File: src/rtl/dmem_rom_arbiter.sv
// Round-robin two-port arbiter/sequencer in front of the combinational image-data ROM.
// Optional request/conflict statistics counters: define DMEM_ROM_ARBITER_STATS_EN.
module dmem_rom_arbiter #(
   parameter int unsigned S    = 32,
   parameter int unsigned V    = 192,
   parameter int unsigned SIZE = 30000
) (
   input  logic         clk,
   input  logic         rst,
   input  logic         req0_valid,
   output logic         req0_ready,
   input  logic [S-1:0] req0_addr,
   input  logic         req0_is_vector,
   input  logic         req1_valid,
   output logic         req1_ready,
   input  logic [S-1:0] req1_addr,
   input  logic         req1_is_vector,
   output logic         rsp0_valid,
   input  logic         rsp0_ready,
   output logic         rsp1_valid,
   input  logic         rsp1_ready,
   output logic [V-1:0] rsp_data,
   output logic         rsp_err,
   output logic [S-1:0] mem_addr,
   output logic         mem_is_vector,
`ifdef DMEM_ROM_ARBITER_STATS_EN
   output logic [31:0]  grant_cnt0,
   output logic [31:0]  grant_cnt1,
   output logic [31:0]  conflict_cnt,
`endif
   input  logic [V-1:0] mem_rd
);

   localparam int unsigned AW = S + 1;

   typedef enum logic [1:0] {IDLE, ISSUE, RESP} state_t;

   state_t         state, state_nxt;
   logic           last_grant;
   logic           win;
   logic [S-1:0]   lat_addr;
   logic           lat_vec;
   logic           pick;
   logic           accept;
   logic [AW-1:0]  end_addr;
   logic           range_err;
   logic [V-1:0]   data_nxt;

   // Both valid: the port not granted last wins; otherwise the only valid one.
   assign pick = (req0_valid && req1_valid) ? ~last_grant : req1_valid;

   // Extra address bit keeps the last-word computation from wrapping.
   assign end_addr  = AW'(lat_addr) + (lat_vec ? AW'(5) : AW'(0));
   assign range_err = end_addr > AW'(SIZE - 1);

   always_comb begin
      data_nxt = '0;
      if (!range_err) begin
         data_nxt = lat_vec ? mem_rd : V'(mem_rd[S-1:0]);
      end
   end

   always_comb begin
      state_nxt     = state;
      accept        = 1'b0;
      req0_ready    = 1'b0;
      req1_ready    = 1'b0;
      mem_addr      = '0;
      mem_is_vector = 1'b0;
      rsp0_valid    = 1'b0;
      rsp1_valid    = 1'b0;
      case (state)
         IDLE: begin
            if (req0_valid || req1_valid) begin
               accept     = 1'b1;
               req0_ready = ~pick;
               req1_ready = pick;
               state_nxt  = ISSUE;
            end
         end
         ISSUE: begin
            mem_addr      = lat_addr;
            mem_is_vector = lat_vec;
            state_nxt     = RESP;
         end
         RESP: begin
            rsp0_valid = ~win;
            rsp1_valid = win;
            if (win ? rsp1_ready : rsp0_ready) begin
               state_nxt = IDLE;
            end
         end
         default: state_nxt = IDLE;
      endcase
   end

   always_ff @(posedge clk or posedge rst) begin
      if (rst) begin
         state      <= IDLE;
         last_grant <= 1'b1;
         win        <= 1'b0;
         lat_addr   <= '0;
         lat_vec    <= 1'b0;
         rsp_data   <= '0;
         rsp_err    <= 1'b0;
      end else begin
         state <= state_nxt;
         if (accept) begin
            win        <= pick;
            last_grant <= pick;
            lat_addr   <= pick ? req1_addr : req0_addr;
            lat_vec    <= pick ? req1_is_vector : req0_is_vector;
         end
         if (state == ISSUE) begin
            rsp_data <= data_nxt;
            rsp_err  <= range_err;
         end
      end
   end

`ifdef DMEM_ROM_ARBITER_STATS_EN
   // Saturating grant and conflict counters.
   always_ff @(posedge clk or posedge rst) begin
      if (rst) begin
         grant_cnt0   <= '0;
         grant_cnt1   <= '0;
         conflict_cnt <= '0;
      end else begin
         if (accept && !pick && grant_cnt0 != '1) begin
            grant_cnt0 <= grant_cnt0 + 32'd1;
         end
         if (accept && pick && grant_cnt1 != '1) begin
            grant_cnt1 <= grant_cnt1 + 32'd1;
         end
         if (state == IDLE && req0_valid && req1_valid && conflict_cnt != '1) begin
            conflict_cnt <= conflict_cnt + 32'd1;
         end
      end
   end
`endif

endmodule
File: config.mk
export PLATFORM = sky130hd
export DESIGN_NAME = dmem_rom_arbiter
export DESIGN_NICKNAME = d
export VERILOG_FILES = /design/src/rtl/dmem_rom_arbiter.sv
export SDC_FILE = /design/constraint.sdc
export NUM_CORES = 1
export LEC_CHECK = 0
export BUFFER_PORTS_ARGS = -buffer_cell sky130_fd_sc_hd__buf_4
export CAP_MARGIN = 20
export CELL_PAD_IN_SITES_DETAIL_PLACEMENT = 0
export CELL_PAD_IN_SITES_GLOBAL_PLACEMENT = 1
export CORE_AREA = 2 2 194 196
export CTS_BUF_LIST = sky130_fd_sc_hd__clkbuf_4 sky130_fd_sc_hd__clkbuf_8 sky130_fd_sc_hd__clkbuf_16
export DETAILED_ROUTE_END_ITERATION = 10
export DIE_AREA = 0 0 196 198
export GPL_TIMING_DRIVEN = 0
export HOLD_SLACK_MARGIN = 0.15
export PLACE_DENSITY_LB_ADDON = 0.1
export REMOVE_ABC_BUFFERS = 1
export SETUP_SLACK_MARGIN = 0.02
export SLEW_MARGIN = 20
export SYNTH_ARGS = -nofsm -noshare
export SYNTH_HDL_FRONTEND = slang
export SYNTH_SLANG_ARGS = --single-unit
File: constraint.sdc
create_clock -name clk -period 12.06 [get_ports clk]
set_clock_uncertainty 0.1 [all_clocks]
set_input_delay 3.015 -clock clk [delete_from_list [all_inputs] [get_ports clk]]
set_output_delay 3.015 -clock clk [all_outputs]
set_load 0.02 [all_outputs]
-- Word-level counts from Yosys, hierarchy flattened
Index checks and enable logic that the tools add are counted.
- add/sub/neg operators: 1
- magnitude comparators: 1
- equal/unequal tests: 4
- mux-type cells: 20
- bitwise operators: 3
- reduce and logical (&&, ||, !) cells: 4
- operators by type and width (cell ; number):
    $mux W192 ; 2
    $mux W32 ; 2
    $add A32 B3 Y33 ; 1
    $gt A33 B15 Y1 const B ; 1
    $mux W1 ; 12
    $pmux W2 S3 ; 1
    $mux W2 ; 2
    $ne A2 B2 Y1 const B ; 2
    $mux W3 ; 1
    $not A1 Y1 ; 3
    $eq A2 B1 Y1 const B ; 1
    $eq A2 B2 Y1 const B ; 1
    $logic_not A2 Y1 ; 1
    $reduce_and A2 Y1 ; 1
    $logic_and A1 B1 Y1 ; 1
    $logic_or A1 B1 Y1 ; 1
- register bits: 230
- input port bits: 264
- output and inout port bits: 230
- word-level logic and storage cells: 40

-- Depth between registers and ports, before layout
- depth after elaboration: 5
- mapped depth: 11
- depth with buffers taken out: 9

-- Least setup slack after synthesis
OpenSTA, ideal clock, no wires.
- path kind: in2out
- start: input req1_valid
- end: output req0_ready
- arrival: 3.794 ns
- required time: 8.945 ns
- setup slack: 5.151 ns
- stages: 3
- path buffers: 1
- cells stage by stage: o21ai_0 > clkbuf_1 > nor2_1
- longest elaborated chain between the ends: 5
- elaborated cells between the ends (all ways): 6
- those cells by class: mux (3); bitwise (1); reduce/logical (2)
- RTL lines (element ; line ; RTL):
    start: declaration ; 14 ; input logic req1_valid,
    $logic_and A1 B1 Y1 ; 50 ; assign pick = (req0_valid && req1_valid) ? ~last_grant : req1_valid;
    $mux W1 ; 50 ;
    $not A1 Y1 ; 76 ; req0_ready = ~pick;
    $mux W1 (*) ; 74 ; if (req0_valid || req1_valid) begin
    $mux W1 (*) ; 72 ; case (state)
    end: declaration ; 11 ; output logic req0_ready,
Mark *: on every way between the ends. The rest lies on a longest branch, timed or not.

-- Worst setup path in the final report
- start: input req0_valid
- end: output req1_ready
- longest elaborated chain between the ends: 4
- elaborated cells between the ends (all ways): 5
- those cells by class: mux (3); reduce/logical (2)
- RTL lines (element ; line ; RTL):
    start: declaration ; 10 ; input logic req0_valid,
    $logic_and A1 B1 Y1 ; 50 ;
    $mux W1 ; 50 ;
    $mux W1 (*) ; 74 ;
    $mux W1 (*) ; 72 ;
    end: declaration ; 15 ; output logic req1_ready,
Marks and branches as above.

==> flow_summary.toml <==
[run_status]
status = "finished clean"

[yosys]
synth.distinct_cells = 61
synthFlopType = "dfrtp_1"
synthCells = 1192
synthTopCellsByArea = "dfrtp_1 45%, nand2_1 13%, o31ai_4 12%, o31ai_2 11%, mux2i_1 2.9%"
ys_ff_latch = 230
synth_top_area_share_pct = 45.4
seq_area_frac_synth_pct = 45.6
post_synth_instance_area_um2 = 12600
yosysTopAreaCell = "dfrtp_1"
synth-async-reset-ratio_pct = 100
syn_area_per_cell_um2 = 10.6
yosysWarnings = 0
synth_edf_count = 0

[clock_tree]
cts.htree.levels = 1
path_clk_slew_ns = 0.05
cts.sinks = 230
cts_setup_buffers = 0
cts-root-buf = "clkbuf_16"
cts_tree = "yes"
clockBufferDepth = 3
cts.repair.resized = 0
numCtsBuffers = 28
cts_hold_buf = 0
clk_latency_ns = 0.55

[placement]
port-buffer-count = 493
place.gp.congestion = 0.807
dp.final_hpwl_um = 29700
post_dp_cell_area_um2 = 16900

[min_path]
whs_path_depth = 2
hold_path_class = "reg -> reg"

[drt]
drtAntennaViolNets = 0
viasPerCell = 4.89
via_count = 10400
dr.pass1.iters = 6
drt_iter0_drc = 433
drc = 0
finalWirelength_um = 41600
wire_per_inst_um = 19.6

[finish]
area_growth_pct = 41.1
final_cell_mix = "493 x buf_4, 428 x nand2_1, 229 x dfrtp_1, 107 x o31ai_2, 72 x o31ai_4"
drive_above_1_share_pct = 46.4
finish.instance_area_um2 = 17800
final_util_pct = 48.2
layout_commonest_cell = "buf_4"
finalNetCount = 1897

[worst_setup_path]
slowest_stage = "a21boi_4"
arrival_ns = 4.21
start_kind = "primary input"
path_cells = "buf_4 > a21boi_4 > and2_1 > buf_4"
end_kind = "primary output"
worst_path_dominant_cell_family = "compound AO/OA/AOI/OAI gates"
crit_buf_inv = 2
critPathRequiredTime_ns = 8.94
path_max_fanout = 15
worstSetupPathType = "in -> out"
cpPeakStageDelay_ns = 0.55
cp.depth = 4
crit_top_cell = "buf_4"
rr_worst_depth = 11

[grt]
grt_pass1_wl_um = 63700
grt_pass1_vias = 10300
grt_usage_pct = 20.9
grt.overflow.total = 0
grt_antenna_before_repair = 5
grt_max_degree = 84

[floorplan]
pin_count = 494
die_h_um = 198
core_area_um2 = 37000
start_util_pct = 34.1
dieArea_um2 = 38800
row_count = 71
die_w_um = 196

[pwr]
power_leakage_nw = 8.01
irDropWorstVdd_mv = 0.122
power.density_nw_per_um2 = 154

[timing]
hold_violations = 0
fin_crit_sh_pct = 60.7
slew_headroom_pct = 49.0
slew_viol_final = 0
tightest_slew_ns = 0.762
fmax_ghz = 0.137
min_period_ns = 7.32
rsz0062_at_grt = "false"
setup_viol = 0

[job]
drv_cap = 0
[synthesized netlist by cell type, types with 2 or more instances]
cell      count
a21oi_1       4
buf_8         8
nor3_1        6
nand4_1       5
nor3b_1       4
a21boi_0      2
nand3_1      12
o211ai_1      2
o31ai_4      72
o31ai_1      15
and2_1       32
buf_2        13
inv_1         8
o21ai_0      39
nor4_2        3
a22o_1        2
buf_4        10
nor4_4        2
nand2_1     428
nor2b_1       2
ha_1          3
a21boi_1      2
a31o_2        2
a31oi_1       2
a21o_1        6
nor2_1       18
mux2_2        2
o31ai_2     107
mux2i_1      36
nand2b_1      4
and3_1        4
xnor2_1       4
dfrtp_1     229
and4_1        2
buf_6        12
nor4_1        4
clkbuf_1     62
[final timing paths]
kind                                          start                        end  slack [ns]
max                                      req0_valid                 req1_ready        4.74
min                        rsp_data[77]$_DFFE_PP0N_   rsp_data[77]$_DFFE_PP0N_        0.38
max reg2reg                 lat_addr[0]$_DFFE_PP0P_  rsp_data[181]$_DFFE_PP0N_        7.81
min reg2reg                rsp_data[77]$_DFFE_PP0N_   rsp_data[77]$_DFFE_PP0N_        0.38
max in group asynchronous                       rst   rsp_data[53]$_DFFE_PP0N_        8.27
min in group asynchronous                       rst   rsp_data[74]$_DFFE_PP0N_        2.40
[through the flow]
step,instances,power (W),hold WS (ns),worst slack [ns],TNS (ns)
after CTS,2121,0.00279,0.384,4.73,0
after global placement,2053,0.00187,0.364,-2.10,-548.85
final,2124,0.00274,0.379,4.74,0
after floorplan,1086,0.00150,0.370,1.32,0
after detailed placement,2074,0.00195,0.372,4.73,0
after global routing,2124,0.00292,0.399,4.61,0
[registers in the layout (all words and copies together) (netlist names)]
name        cells
rsp_data      192
lat_addr       32
state           2
last_grant      1
lat_vec         1
rsp_err         1
win             1
[worst reg2reg max path: stages (launching register included)]
cell and delay (ns):
dfrtp_1 0.47, ha_1 0.28, ha_1 0.24, a21o_1 0.27
nand2_1 0.27, nor3_1 0.29, mux2_2 0.39, nor4_4 0.37
nand2_8 0.41, buf_16 0.44, buf_16 0.32, o31ai_1 0.30
[metal layers]
metal  GRT usage (%)  share of wire [%]  vias to the layer above
li1                -                  -                     5017
met1            26.4                 41                     4967
met2            35.6                 49                      337
met3            5.47                7.4                       59
met4            5.58                2.4                        4
met5               0              0.065                        -
[report_power, final]
group          switching [W]  internal, W
clock               0.000334     0.000497
combinational       0.000614     0.000350
sequential          0.000114     0.000836
[layout make-up]
class                           count  area, um2
Timing Repair Buffer              514       4230
Tap cell                          474        593
Sequential cell                   230       5760
Clock buffer                       45        885
Antenna cell                        3       7.51
Multi-Input combinational cell    848       6260
Fill cell                        3553      19200
Inverter                            8       37.5
Clock inverter                      2       23.8
[cells by family (layout without fill, tap and decap cells)]
| group | count (synthesis) | in the layout | synth area share [%] |
|---|---|---|---|
| and+or+nand+nor | 533 | 533 | 18.0 |
| AOI/OAI and AO/OA | 269 | 269 | 27.4 |
| DFF | 230 | 230 | 45.6 |
| buffers and inverters | 114 | 569 | 5.25 |
| muxes | 38 | 38 | 3.03 |
| xor gates and xnor gates | 5 | 5 | 0.347 |
| adders and majority gates | 3 | 3 | 0.298 |
| other | 0 | 3 | 0 |
No activity file was read; power rests on OpenSTA's default activity.
